File: src/rtl/sine_rom_sequencer.sv
// sine_rom_sequencer
//   Phase-accumulator sequencer for a sine lookup ROM. The ROM has a
//   registered read port with a 1-cycle latency. A programmable tuning word
//   steps the phase, and the top bits of the phase form the ROM address.
//   Samples leave on a valid/ready stream with full backpressure. A run is
//   either continuous (num_samples == 0) or a fixed-length burst.
//
//   Optional build macro: QUARTER_WAVE_EN
//     When defined, the ROM holds only the first quarter wave. The address
//     is mirrored in odd quadrants, and the sample is negated in the second
//     half cycle. The sign bit is registered on issue, so it stays aligned
//     with the ROM read latency.
//
// Ports
//   clk, rst         clock; asynchronous active-high reset
//   start, stop      1-cycle control pulses (start in IDLE, stop in RUN)
//   tuning_word      phase increment, latched on an accepted start
//   num_samples      burst length, latched on start; 0 = continuous
//   rom_en/rom_addr  ROM read request (combinational)
//   rom_data         ROM registered read data
//   sample_*         output stream; a transfer is valid & ready
//   busy             high in RUN or DRAIN
//   done             1-cycle pulse on DRAIN -> IDLE
//   wrap             1-cycle pulse when an issue overflows the phase
module sine_rom_sequencer #(
    parameter int WIDTH       = 32,
    parameter int DEPTH       = 64,
    parameter int PHASE_WIDTH = 16,
    parameter int COUNT_WIDTH = 16
) (
    input  logic                      clk,
    input  logic                      rst,
    input  logic                      start,
    input  logic                      stop,
    input  logic [PHASE_WIDTH-1:0]    tuning_word,
    input  logic [COUNT_WIDTH-1:0]    num_samples,
    output logic                      rom_en,
    output logic [$clog2(DEPTH)-1:0]  rom_addr,
    input  logic [WIDTH-1:0]          rom_data,
    output logic [WIDTH-1:0]          sample_data,
    output logic                      sample_valid,
    input  logic                      sample_ready,
    output logic                      busy,
    output logic                      done,
    output logic                      wrap
);

    localparam int AW = $clog2(DEPTH);
    localparam int PW = PHASE_WIDTH;
    localparam int CW = COUNT_WIDTH;

    typedef enum logic [1:0] {IDLE, RUN, DRAIN} state_t;

    state_t        state, state_nx;
    logic [PW-1:0] phase, tw;
    logic [CW-1:0] count, len, count_nx;
    logic [PW:0]   phase_sum;
    logic          pend;
    logic          issue, xfer, accept;

    // The extra MSB of the sum is the carry-out, which drives wrap.
    assign phase_sum = {1'b0, phase} + {1'b0, tw};
    assign count_nx  = count + CW'(1);
    assign accept    = (state == IDLE) && start;
    assign xfer      = pend && sample_ready;

    // Issue only when the ROM register is free, or when it is emptied in
    // this same cycle. This keeps the ROM data stable during a stall.
    always_comb begin
        state_nx = state;
        issue    = 1'b0;
        done     = 1'b0;
        case (state)
            IDLE: begin
                if (start) state_nx = RUN;
            end
            RUN: begin
                issue = !pend || sample_ready;
                // stop and the final issue in one cycle are a single exit;
                // the issue still happens.
                if (stop || ((len != '0) && issue && (count_nx == len)))
                    state_nx = DRAIN;
            end
            DRAIN: begin
                if (!pend) begin
                    state_nx = IDLE;
                    done     = 1'b1;
                end
            end
            default: state_nx = IDLE;
        endcase
    end

    always_ff @(posedge clk or posedge rst) begin
        if (rst) begin
            state <= IDLE;
            phase <= '0;
            count <= '0;
            pend  <= 1'b0;
            tw    <= '0;
            len   <= '0;
        end else begin
            state <= state_nx;
            if (accept) begin
                tw    <= tuning_word;
                len   <= num_samples;
                phase <= '0;
                count <= '0;
            end
            if (issue) begin
                phase <= phase_sum[PW-1:0];
                count <= count_nx;
            end
            // Issue wins over transfer, so back-to-back keeps pend set.
            if (issue)     pend <= 1'b1;
            else if (xfer) pend <= 1'b0;
        end
    end

    assign rom_en       = issue;
    assign sample_valid = pend;
    assign busy         = (state != IDLE);
    assign wrap         = issue && phase_sum[PW];

`ifdef QUARTER_WAVE_EN
    logic [1:0]    quad;
    logic [AW-1:0] idx;
    logic          sign;

    assign quad = phase[PW-1:PW-2];
    assign idx  = phase[PW-3 -: AW];
    // Odd quadrants read the quarter table backwards.
    assign rom_addr = quad[0] ? (AW'(DEPTH - 1) - idx) : idx;

    // The sign follows the address through the one-cycle ROM latency.
    always_ff @(posedge clk or posedge rst) begin
        if (rst)        sign <= 1'b0;
        else if (issue) sign <= quad[1];
    end

    assign sample_data = sign ? -rom_data : rom_data;
`else
    assign rom_addr    = phase[PW-1 -: AW];
    assign sample_data = rom_data;
`endif

endmodule

File: config.mk
export PLATFORM = sky130hd
export DESIGN_NAME = sine_rom_sequencer
export DESIGN_NICKNAME = d
export VERILOG_FILES = /design/src/rtl/sine_rom_sequencer.sv
export SDC_FILE = /design/constraint.sdc
export NUM_CORES = 1
export LEC_CHECK = 0
export BUFFER_PORTS_ARGS = -buffer_cell sky130_fd_sc_hd__buf_2
export CELL_PAD_IN_SITES_DETAIL_PLACEMENT = 1
export CELL_PAD_IN_SITES_GLOBAL_PLACEMENT = 1
export CORE_UTILIZATION = 42
export DETAILED_ROUTE_END_ITERATION = 12
export GPL_TIMING_DRIVEN = 0
export MAX_ROUTING_LAYER = met4
export PLACE_DENSITY_LB_ADDON = 0.25
export SLEW_MARGIN = 10
export SYNTH_ARGS = -nofsm -noshare
export SYNTH_HDL_FRONTEND = slang
export SYNTH_SLANG_ARGS = --single-unit
File: constraint.sdc
create_clock -name clk -period 5.3 [get_ports clk]
set_input_delay 1.06 -clock clk [delete_from_list [all_inputs] [get_ports clk]]
set_output_delay 1.06 -clock clk [all_outputs]
set_load 0.01 [all_outputs]
==> flow_summary_export.csv <==
group,metric,value,unit
synthesis,ys_ff_latch,67,
clock_network,cts.sinks,67,
place,portBuffers,79,
synthesis,yosys.area.top_type,"dfrtp_1",
final_layout,antenna_cells,0,
synthesis,synth_fp_nets,589,
synthesis,yosysTopAreaCellShare,0.392,
clock_network,cts_resized,0,
die,core_area,0.00982,mm²
final_layout,finalNetCount,680,
timing,whs,491,ps
place,place_hpwl,8.37,mm
final_layout,fin_cells,730,
clock_network,clk-insertion-delay-late,360,ps
clock_network,clock-root-buffer,"clkbuf_8",
die,num_rows,36,
min_path,holdPathStages,2,
clock_network,h-tree-depth,3,
final_layout,final_cell_area,0.00504,mm²
die,die_x,103,µm
clock_network,cts_tree,"yes",
grt,grt_pass1_wl,18.2,mm
routing,ant_nets,0,
clock_network,cts_setup_buffers,0,
grt,antenna_found_initial,0,
synthesis,synth_edf_count,0,
synthesis,ys_types,50,
routing,dr.pass1.iters,4,
place,gp_congestion,0.808,
routing,wl_per_cell,15.3,µm
setup_path,critPathLaunchType,"flop",
clock_network,clk_path_buf_depth,2,
routing,drt_iter0_drc,136,
pwr,vdd_drop_max,167,µV
setup_path,crit_type,"flop to output port",
routing,drt_wl_total,11.2,mm
final_layout,utilization,0.514,
synthesis,ys_top_cells_by_count,"nand2_1, dfrtp_1, o21ai_0",
synthesis,ys_seq_area_frac,0.392,
setup_path,reg2regPathDepth,9,
place,dpl_cell_area,0.00486,mm²
setup_path,cp_max_fo,3,
timing,finalCritPeriodShare,0.779,
clock_network,numCtsBuffers,9,
pwr,cellLeakagePower,2.54,nW
final_layout,syn_to_final_growth,18.0,%
synthesis,synth_ff_type,"dfrtp_1",
timing,setup_viol,0,
timing,rsz0062_at_grt,"false",
synthesis,synth_area_per_cell,8.51,µm²
timing,final-hold-violation-count,0,
timing,slew_headroom,0.537,
setup_path,arrival,3070,ps
timing,fmax,242,MHz
grt,first_global_vias,3784,
die,floorplan.initialDensity,0.435,
min_path,hp-class,"flop to flop",
die,chipHeight,103,µm
synthesis,syn-cell-area,0.00427,mm²
synthesis,synthCells,502,
setup_path,r2r_start,"count[0]",
place,dp.cells,715,
clock_network,clk_pin_slew,70,ps
clock_network,ctsHoldBuffers,0,
setup_path,worstSetupEndpointType,"output port",
setup_path,critPathRequiredTime,4240,ps
timing,tightest_slew,692,ps
job,cap_violations,0,
timing,finalCriticalPeriod,4130,ps
synthesis,yosys-top-cells-area,"dfrtp_1, nand2_1, buf_4",
synthesis,yosys_warnings,0,
timing,tns,0,ps
routing,vias,3786,
min_path,hold_start,"tw[3]",
die,pin_count,112,
routing,drc,0,
timing,slew_viol_final,0,
synthesis,yosysMostFrequentCell,"nand2_1",
setup_path,r2r-end,"state[0]",
run_status,status,"complete, no violations",
grt,gr-total-overflow,0,
die,die_area,0.0106,mm²
routing,viasPerCell,5.19,
min_path,hold-path-endpoint,"tw[3]",
synthesis,async_flop_share,1.00,
timing,finClkSkew,10.9,ps
final_layout,drive_gt1_frac,0.248,
pwr,power_density,501,mW/mm²
setup_path,r2r_slack,2630,ps
grt,grt.total_usage,0.231,
grt,grt_max_degree,49,
==> per-stage QoR <==
| stage | worst slack (ps) | power, W |
|---|---|---|
| finish | 1170 | 0.00253 |
| global route | 1010 | 0.00275 |
| CTS | 1150 | 0.00256 |
| detailed placement | 1610 | 0.00215 |
| global placement | 1630 | 0.00207 |
| floorplan | 2070 | 0.00175 |
==> critical path, cell delays in order, from the launching register on <==
cell,delay (ps)
dfrtp_1,400
ha_1,240
fa_1,430
a211oi_1,320
o21ai_0,140
nor3b_1,200
a21oi_1,270
o21ai_0,210
a211oi_1,280
nor2_1,70
buf_2,140
==> power breakdown <==
part	total, W	switching (W)	internal (W)	leakage, nW
clock	0.000401	0.000196	0.000204	0.0953
combinational	0.00126	0.000747	0.000512	1.58
sequential	0.000869	0.000172	0.000697	0.863
==> registers in the layout, indices dropped and copies added (netlist names) <==
register and flops:
sample_valid 1, phase 16, count 16, tw 16, state 2, len 16
==> area by class of cell <==
class,count,area [µm²]
fillers,1230,4780
multi-input cells,368,2180
flip-flops and latches,67,1680
repair buffers,80,423
plain buffers,61,390
clock buffers,13,169
well taps,133,166
inverters,6,25.0
clock inverters,2,10.0
==> worst max-delay path by stage <==
stage,startpoint,slack (ps),to,cells after the start
detailed placement,phase[0],1610,wrap,10
CTS,phase[0],1150,wrap,10
global route,phase[0],1010,wrap,10
floorplan,phase[0],2070,wrap,9
global placement,rst,1630,len[10],2
finish,phase[0],1170,wrap,10
==> cell families after synthesis <==
family / after synthesis / share of synthesized area
compound gates: 106 / 0.153
buf+inv: 67 / 0.0966
xor+xnor: 30 / 0.0615
mux: 5 / 0.0123
flops: 67 / 0.392
simple gates: 209 / 0.229
fa+ha+maj: 18 / 0.0545
==> cells in the final DEF, fill, tap and decap left out, types with 4 or more instances in the layout <==
cell and count:
o21ai_0 44, o21bai_1 4, nor4_1 5, a31oi_1 5, clkbuf_8 12, o31ai_1 7, nor3_1 6, dfrtp_1 67
nand2_1 127, ha_1 17, nand4_1 4, xor2_1 15, buf_2 82, and3_1 4, and2_1 5, o21a_1 7
nand2b_1 6, nor2_1 17, nor2b_1 4, a22o_1 4, xnor2_1 15, buf_4 40, a21o_1 5, nand3_1 13
a211oi_1 4, inv_1 5, nor3b_1 5, a21oi_1 17, clkbuf_1 17
==> per-layer routing <==
layer,wire [µm],track usage,up-vias
met4,216,0.0888,0
met2,5380,0.382,96
met3,417,0.0305,17
li1,-,-,1860
met5,0,-,-
met1,5140,0.289,1813
Power figures use the tool's default switching activity.
